## config.mk

```make
export PLATFORM = sky130hd
export DESIGN_NAME = regfile_write_sched
export DESIGN_NICKNAME = d
export VERILOG_FILES = /design/src/rtl/regfile_write_sched.sv
export SDC_FILE = /design/constraint.sdc
export NUM_CORES = 1
export LEC_CHECK = 0
export CELL_PAD_IN_SITES_DETAIL_PLACEMENT = 1
export CELL_PAD_IN_SITES_GLOBAL_PLACEMENT = 2
export CORE_UTILIZATION = 24
export DETAILED_ROUTE_END_ITERATION = 7
export PLACE_DENSITY_LB_ADDON = 0.25
export SLEW_MARGIN = 20
export SYNTH_ARGS = -nofsm -noshare
export SYNTH_HDL_FRONTEND = slang
export SYNTH_SLANG_ARGS = --single-unit
```

## constraint.sdc

```tcl
create_clock -name iClk -period 2.4 [get_ports iClk]
set_input_delay 0.36 -clock iClk [delete_from_list [all_inputs] [get_ports iClk]]
set_output_delay 0.36 -clock iClk [all_outputs]
set_load 0.02 [all_outputs]
```

## src/rtl/regfile_write_sched.sv

```systemverilog
// Write-port scheduler for the 2R/1W register file: zero-fills every entry after reset or
// reinit, then arbitrates two writeback requesters round-robin into one registered write.
module regfile_write_sched #(
  parameter int unsigned DATA_WIDTH = 32,
  parameter int unsigned ADDR_WIDTH = 5
) (
  input  logic                  iClk,
  input  logic                  iRst_n,
  input  logic                  iReinit,
  input  logic                  iValid0,
  input  logic [ADDR_WIDTH-1:0] iAddr0,
  input  logic [DATA_WIDTH-1:0] iData0,
  output logic                  oReady0,
  input  logic                  iValid1,
  input  logic [ADDR_WIDTH-1:0] iAddr1,
  input  logic [DATA_WIDTH-1:0] iData1,
  output logic                  oReady1,
  output logic                  oEnWrite,
  output logic [ADDR_WIDTH-1:0] oAddrWrite,
  output logic [DATA_WIDTH-1:0] oDataWrite,
  output logic                  oInitDone
);

  typedef enum logic [0:0] {StInit, StRun} stateE;

  stateE                 stateQ, stateD;
  logic [ADDR_WIDTH:0]   fillCntQ, fillCntD;
  logic                  ptrQ, ptrD;
  logic                  enQ, enD;
  logic [ADDR_WIDTH-1:0] addrQ, addrD;
  logic [DATA_WIDTH-1:0] dataQ, dataD;
  logic                  run;

  assign run = (stateQ == StRun);

  // Pointer holds the last granted requester; on contention the other one wins.
  assign oReady0 = run & iValid0 & (~iValid1 | ptrQ);
  assign oReady1 = run & iValid1 & (~iValid0 | ~ptrQ);

  always_comb begin
    stateD   = stateQ;
    fillCntD = fillCntQ;
    ptrD     = ptrQ;
    enD      = 1'b0;
    addrD    = addrQ;
    dataD    = dataQ;
    if (iReinit) begin
      // The reinit edge itself issues fill address 0; any concurrent transfer is dropped.
      stateD   = StInit;
      enD      = 1'b1;
      addrD    = '0;
      dataD    = '0;
      fillCntD = {{ADDR_WIDTH{1'b0}}, 1'b1};
    end else begin
      unique case (stateQ)
        StInit: begin
          // The extra counter bit sets exactly when every address has been issued.
          if (fillCntQ[ADDR_WIDTH]) begin
            stateD = StRun;
          end else begin
            enD      = 1'b1;
            addrD    = fillCntQ[ADDR_WIDTH-1:0];
            dataD    = '0;
            fillCntD = fillCntQ + 1'b1;
          end
        end
        StRun: begin
          if (oReady0) begin
            ptrD = 1'b0;
            if (iAddr0 != '0) begin
              enD   = 1'b1;
              addrD = iAddr0;
              dataD = iData0;
            end
          end else if (oReady1) begin
            ptrD = 1'b1;
            if (iAddr1 != '0) begin
              enD   = 1'b1;
              addrD = iAddr1;
              dataD = iData1;
            end
          end
        end
        default: stateD = StInit;
      endcase
    end
  end

  always_ff @(posedge iClk or negedge iRst_n) begin
    if (!iRst_n) begin
      stateQ   <= StInit;
      fillCntQ <= '0;
      ptrQ     <= 1'b1;
      enQ      <= 1'b0;
      addrQ    <= '0;
      dataQ    <= '0;
    end else begin
      stateQ   <= stateD;
      fillCntQ <= fillCntD;
      ptrQ     <= ptrD;
      enQ      <= enD;
      addrQ    <= addrD;
      dataQ    <= dataD;
    end
  end

  assign oEnWrite   = enQ;
  assign oAddrWrite = addrQ;
  assign oDataWrite = dataQ;
  assign oInitDone  = run;

endmodule

```

# After elaboration in Yosys (flattened, before gate mapping)
# Index checks and enable logic that the tools add are counted.
# totals
reg_bits	46
latch_bits	0
memories	0
mem_bits_rw	0
romBits	0
in_bits	79
output_inout_bits	41
# op_classes
eq_ne	6
magnitude_cmp	0
reduce_logical	6
add_sub_neg	1
bitwise_logic	11
n_mul	0
shift	0
n_div	0
mux	29
# ops
operator	count
two-way mux 32 bit	6
one-hot mux 32 bit (2 select lines)	1
two-way mux 5 bit	6
two-way mux 6 bit	3
two-way mux 1 bit	11
one-hot mux 5 bit (2 select lines)	1
nonzero test 5 bit	2
inequality test 4 x 3 -> 1 bit (second input constant)	2
adder 6 x 1 -> 6 bit (second input constant)	1
inverter 1 bit	5
AND 1 bit	4
inequality test 2 bit (second input constant)	2
inequality test 4 bit (second input constant)	1
AND reduction 4 bit	1
inequality test 3 bit (second input constant)	1
AND reduction 3 bit	1
OR 1 bit	2
one-hot mux 1 bit (2 select lines)	1
AND reduction 2 bit	1
nonzero test 2 bit	1

# Logic depth before layout (Yosys ltp)
# Gate-level depths: netlist (run 1).
# depth
word_depth	7
depth_mapped	8
ltp_nobuf	4

# Worst setup path before layout (run 1)
# No wires, ideal clock.
# synth_path
path_kind	flip-flop to flip-flop
start	reg stateQ (netlist: oInitDone)
end	reg addrQ[0] (netlist: oAddrWrite[0])
required_time_ps	2275
arrival_ps	1870
stages_incl_launch_ff	9
setup_ps	125
path_slack_ps	405
n_path_buf	4
period_less_slack_ps	1995
path_cell_list	dfrtp_1 -> buf_2 -> and2_1 -> buf_2 -> nand2_1 -> o211ai_1 -> buf_6 -> buf_8 -> mux2_4
# synth_between
elab_chain_len	5
elab_cells_between_ends	13
# synth_rtl
item	line_no	source
start, declared	26	stateE stateQ, stateD;
start signal, assigned	91	stateQ <= StInit;
start signal, assigned	98	stateQ <= stateD;
AND 1 bit (2 in series)	37	assign oReady0 = run & iValid0 & (~iValid1 | ptrQ);
two-way mux 5 bit	68	if (oReady0) begin
one-hot mux 5 bit (2 select lines)	55	unique case (stateQ)
two-way mux 5 bit	47	if (iReinit) begin
end signal, assigned	102	addrQ <= addrD;
end, declared	30	logic [ADDR_WIDTH-1:0] addrQ, addrD;
# Several ways; a longest one is shown, not always the timed one.
# A chain may end at the register's enable or synchronous reset.

# Final worst setup path (run 1)
# layout_path
start	in iValid0
end	out oReady0
# layout_between
elab_chain_len	2
# layout_rtl
item	line_no	source
start, declared	10	input logic iValid0,
AND 1 bit (2 in series)	37	
end, declared	13	output logic oReady0,
# Every way passes these cells.

==> results.ini, run 1 <==
[route]
drc_errors = 0
wl_met2_um = 3960
drt_iter0_drc = 47
vias_per_cell = 4.71
num_vias = 2425
avgRoutedWirePerCell_um = 15.8
routed.top_layer = met4
wl_um = 8120
first_pass_iters = 4
drt-met1-wl_um = 3590
route.antenna.remaining_nets = 0
wl_met3_um = 510

[yosys]
synth_mux_area_frac = 0.188
synth_flop_cell = dfrtp_1
syn_inst = 264
synthAdderAreaFrac = 0.00481
avgSynthCellArea_sq_um = 9.85
synth-edff-count = 0
synth_compound_area_frac = 0.156
synth-simple-area-share = 0.141
ys_warn_count = 0
synth_cell_types = 29
ys_async_sr_fraction = 1.00
yosys.area_share.xor_xnor = 0.0135
synth_top_family_by_area = multiplexers
ys_ff_latch = 46
syn_area_sq_um = 2600
synth_nets = 344
yosysSeqAreaShare = 0.443

[sta]
finalCriticalPeriod_ps = 2280
setup_viol = 0
worstMarginPinSlew_ps = 824
hold_violations = 0
rsz0062_at_grt = false
setup_ws_ps = 121
timing.setup.tns_ps = 0
slew_violations = 0
fin_crit_sh = 0.950
fmax_ghz = 0.439
holdWs_ps = 154
clock_skew_ps = 5.59
slew_headroom = 0.451

[clocking]
cts_setup_buffers = 0
postCtsHoldBufs = 0
root_buffer = clkbuf_8
cts_buffers = 5
insertion_delay_ps = 300
cts_sinks = 46
clock_path_buffers = 2
post_cts_resized = 0
cts_tree = built
cts_max_level = 2
clk_pin_slew_ps = 80

[critical_path]
worstPathRequired_ps = 2040
crit_family = buffers and inverters
crit_path_end_kind = output pin
arrival_ps = 1920
cp_num_buf_inv = 3
path_class = in2out
startpoint_type = input pin
cp_common_cell = clkdlybuf4s50_1
max_stage_delay_ps = 600
path_max_fanout = 7
path_cells = clkdlybuf4s50_1, and2_1, nand2_1, inv_1, clkdlybuf4s50_1
critPathSlowestCell = clkdlybuf4s50_1

[job]
drv_cap = 0

[cells_and_area]
drive_above_1_share = 0.166
utilization = 0.388
final_nets = 458
multi_input_area_sq_um = 1310
n_antenna_cell = 0
register_area_sq_um = 1150
syn2layout_area_growth_pct = 55.2
fill_cells = 1193
fin_cells = 515

[placed_design]
io_buffers = 119
dp.cells = 507
gp_congestion = 0.732
pre_cts_ws_ps = 27.2
hpwl_um = 5790

[power]
switchingPower_mw = 0.381
pwr-share-seq = 0.517
clkPwrFrac = 0.316
p_per_area_nw_per_um2 = 385
swShare = 0.245
combPwrFrac = 0.168
peakVddDrop_v = 0.000218
p_int_mw = 1.17
p_leak_nw = 1.69

[global_routing]
grt_overflow_total = 0
grt_usage = 0.153
grt_start_max_net_pins = 39
grt_pass1_vias = 2589
antenna_found_initial = 0
grt_first_pass_wirelength_um = 13500

[run_status]
status = completed

[die]
pin_count = 120
fp.dieW_um = 106
placementRows = 37
core_area_sq_um = 10400
die_h_um = 106
die-area_sq_um = 11300
initial_core_util = 0.250

[min_path]
hp-class = in2async

==> cells in the mapped netlist (2+ instances only) <==
master     number  area (sq um)
nor3_1          6          30.0
nor2_1         13          48.8
inv_1           2          7.51
nand2_1         6          22.5
buf_8           2          30.0
mux2_2         18           203
a2111oi_0       5          43.8
clkbuf_1       20          75.1
o21ai_0        35           175
xor2_1          3          26.3
nor2b_1         6          37.5
a21oi_1        33           165
nand2b_1        3          18.8
buf_2           3          15.0
nand3_1        33           165
dfrtp_1        45          1130
mux2_4         19           285
==> final timing paths <==
kind,start,depth (start not counted),slack [ps],end
worst max-delay path,iValid0,5,120,oReady0
worst min-delay path,iRst_n,1,150,oDataWrite[14]
worst max register to register,ptrQ,5,440,oDataWrite[29]
worst min register to register,oDataWrite[20],1,510,oDataWrite[20]
max in group asynchronous,iRst_n,2,1580,fillCntQ[4]
min in group iClk,oDataWrite[20],1,510,oDataWrite[20]
==> state kept, by name, summed over array words and instances (netlist names) <==
signal      cells
fillCntQ        6
oAddrWrite      5
oDataWrite     32
oEnWrite        1
oInitDone       1
ptrQ            1
==> worst register-to-register path, cell delays in order (launching register included) <==
cell,delay (ps)
dfstp_2,560
nand2b_1,120
nand2_1,170
o211ai_1,310
buf_12,270
mux2_2,420
==> through the flow <==
stage / area [sq um] / power, mW
final: 4040 / 1.55
after global routing: 4040 / 1.63
after CTS: 4040 / 1.59
after detailed placement: 3950 / 1.08
after global placement: 3950 / 1.08
after floorplan: 2600 / 0.891
==> per-layer routing <==
metal  up-vias  track usage
met2        73        0.265
met4         0       0.0327
met1      1177        0.190
met3         5       0.0399
li1       1170            -
met5         -            0
==> power by group through the flow <==
stage,Clock [mW],Sequential (mW),Combinational [mW]
floorplan,0,0.820,0.0715
global route,0.540,0.805,0.285
global placement,0,0.818,0.263
CTS,0.519,0.803,0.266
finish,0.490,0.803,0.260
detailed placement,0,0.819,0.263
==> logic make-up (layout without fill, tap and decap cells) <==
logic type,count (synthesis),count (layout)
AND/OR/NAND/NOR,73,73
XOR/XNOR,4,4
buffers and inverters,28,143
AO/OA/AOI/OAI,75,75
flip-flops,46,46
multiplexers,37,37
adder cells (fa/ha/maj),1,1
==> cell type report <==
cell class / instances / area share
Timing Repair Buffer: 133 / 0.323
Tap cell: 136 / 0.0422
Inverter: 2 / 0.00186
Multi-Input combinational cell: 190 / 0.325
Sequential cell: 46 / 0.285
Clock buffer: 7 / 0.0214
Clock inverter: 1 / 0.00124
==> cells in the final DEF (no fill, tap or decap), types with 2 or more instances in the layout <==
cell type          n
inv_1              2
nand2b_1           3
clkdlybuf4s50_1  118
xor2_1             3
o21ai_0           35
nand3_1           33
nor2_1            13
clkbuf_8           6
buf_4             13
nor3_1             6
nor2b_1            5
mux2_4            19
a2111oi_0          5
mux2_2            18
a21oi_1           33
nand2_1            6
dfrtp_1           45
No activity file was read; power rests on OpenSTA's default activity.
==> run 2: changes to the inputs <==
CORE_UTILIZATION = 25   (was 24)
DONT_BUFFER_PORTS = 1   (was default)
==> results.ini, run 2 (same netlist as run 1, synthesis figures left out) <==
[run_status]
status = completed

[cells_and_area]
fill_cells = 1163
final_cell_mix = dfrtp_1 (45), o21ai_0 (35), nand3_1 (33), a21oi_1 (33), mux2_4 (19)
mostFrequentLayoutCell = dfrtp_1
largest_register_ffs = 32
register_area_sq_um = 1150
final_nets = 341
n_antenna_cell = 0
multi_input_area_sq_um = 1310
drive_above_1_share = 0.240
syn2layout_area_growth_pct = 10.1

[min_path]
min_from = iReinit
hold_end = fillCntQ[1]
hp-class = in2reg
holdPathStages = 1

[route]
drc_errors = 0
num_vias = 2044
vias_per_cell = 5.17
drt_iter0_drc = 76
first_pass_iters = 4
route.antenna.remaining_nets = 0
avgRoutedWirePerCell_um = 19.6
wl_um = 7750

[critical_path]
critPathSlowestCell = dfstp_2
reg2reg_slack_ps = 380
arrival_ps = 2210
worstReg2RegEnd = oDataWrite[16]
path_cells = nand2b_1, nand2_1, o211ai_1, buf_4, mux2_2
crit_family = flip-flops
path_max_fanout = 21
r2r_start = ptrQ
crit_path_end_kind = register
path_class = reg2reg
worst_r2r_path_depth = 5
max_stage_delay_ps = 560
cp_num_buf_inv = 1
startpoint_type = register
worstPathRequired_ps = 2590

[sta]
clock_skew_ps = 10.2
finalCriticalPeriod_ps = 2020
rsz0062_at_grt = false
hold_violations = 0
slew_violations = 0
timing.setup.tns_ps = 0
setup_viol = 0
fmax_ghz = 0.494
holdWs_ps = 111
worstMarginPinSlew_ps = 575
slew_headroom = 0.607
fin_crit_sh = 0.843

[placed_design]
gp_congestion = 0.695
io_buffers = 0
hpwl_um = 5480

[die]
core_area_sq_um = 9910
placementRows = 36
initial_core_util = 0.262
die-area_sq_um = 10800
pin_count = 120
die_h_um = 104
fp.dieW_um = 104

[clocking]
cts_sinks = 46
cts_buffers = 5
cts_tree = built
insertion_delay_ps = 300
clk_pin_slew_ps = 100
clock_path_buffers = 2
cts_max_level = 2
root_buffer = clkbuf_8

[global_routing]
grt_usage = 0.149
antenna_found_initial = 0
grt_overflow_total = 0
grt_pass1_vias = 2188
grt_first_pass_wirelength_um = 12600
grt_start_max_net_pins = 47

[power]
p_per_area_nw_per_um2 = 492
p_int_mw = 1.03
switchingPower_mw = 0.377
combPwrFrac = 0.083
p_leak_nw = 1.25
pwr-share-seq = 0.575
clkPwrFrac = 0.342
swShare = 0.268
peakVddDrop_v = 0.000188

[job]
drv_cap = 0

==> run 2: cell types whose count changed in the layout (fill, tap and decap cells not counted) <==
cell / before / now
clkdlybuf4s50_1: 118 / 0
dlygate4sd3_1: 0 / 1
clkinv_2: 1 / 2
clkbuf_8: 6 / 5
buf_4: 13 / 14
buf_2: 1 / 0
buf_12: 1 / 0
buf_16: 0 / 1
==> run 2: layer usage <==
layer | vias up | global-route usage | wire [um] | part of all wire
met1 | 1030 | 0.179 | 3340 | 0.43
met3 | 5 | 0.0432 | 534 | 0.069
met2 | 67 | 0.261 | 3820 | 0.49
li1 | 942 | - | - | -
met5 | - | 0 | 0 | 0
met4 | 0 | 0.0337 | 54 | 0.0070
==> run 2: how the worst max path moves through the flow <==
stage	startpoint	end	cells after the start
CTS	ptrQ	oDataWrite[16]	5
floorplan	oInitDone	oAddrWrite[0]	8
detailed placement	ptrQ	oDataWrite[16]	5
finish	ptrQ	oDataWrite[16]	5
global route	ptrQ	oDataWrite[16]	5
global placement	ptrQ	oDataWrite[16]	5
==> run 2: stage by stage <==
step,std cells,utilization,power [mW],instance area (sq um),worst slack [ps]
2_1_floorplan,264,-,0.891,2600,405
3_5_place_dp,385,0.277,0.922,2740,367
3_3_place_gp,385,0.277,0.921,2740,409
4_1_cts,395,0.289,1.44,2860,338
6_report,395,0.289,1.41,2860,377
5_1_grt,395,0.289,1.48,2860,227
==> run 2: repair_timing <==
action | in CTS | in global routing
endpoints found under the setup margin | 0 | 0
hold endpoints to repair | 46 | 0
setup buffers | 0 | 0
hold buffers | 2 | 0
gates resized for setup | 0 | 0
==> run 2: area by class of cell <==
| class | count | area share |
|---|---|---|
| Timing Repair Buffer | 16 | 0.0498 |
| Multi-Input combinational cell | 190 | 0.458 |
| Inverter | 2 | 0.00262 |
| Clock buffer | 6 | 0.0253 |
| Sequential cell | 46 | 0.403 |
| Clock inverter | 2 | 0.00350 |
| Tap cell | 133 | 0.0581 |
==> run 2: power groups by stage <==
stage / clock network (mW) / registers, mW / logic, mW
global placement: 0 / 0.824 / 0.0964
floorplan: 0 / 0.820 / 0.0715
finish: 0.482 / 0.809 / 0.117
detailed placement: 0 / 0.825 / 0.0967
global route: 0.533 / 0.812 / 0.133
CTS: 0.509 / 0.810 / 0.121
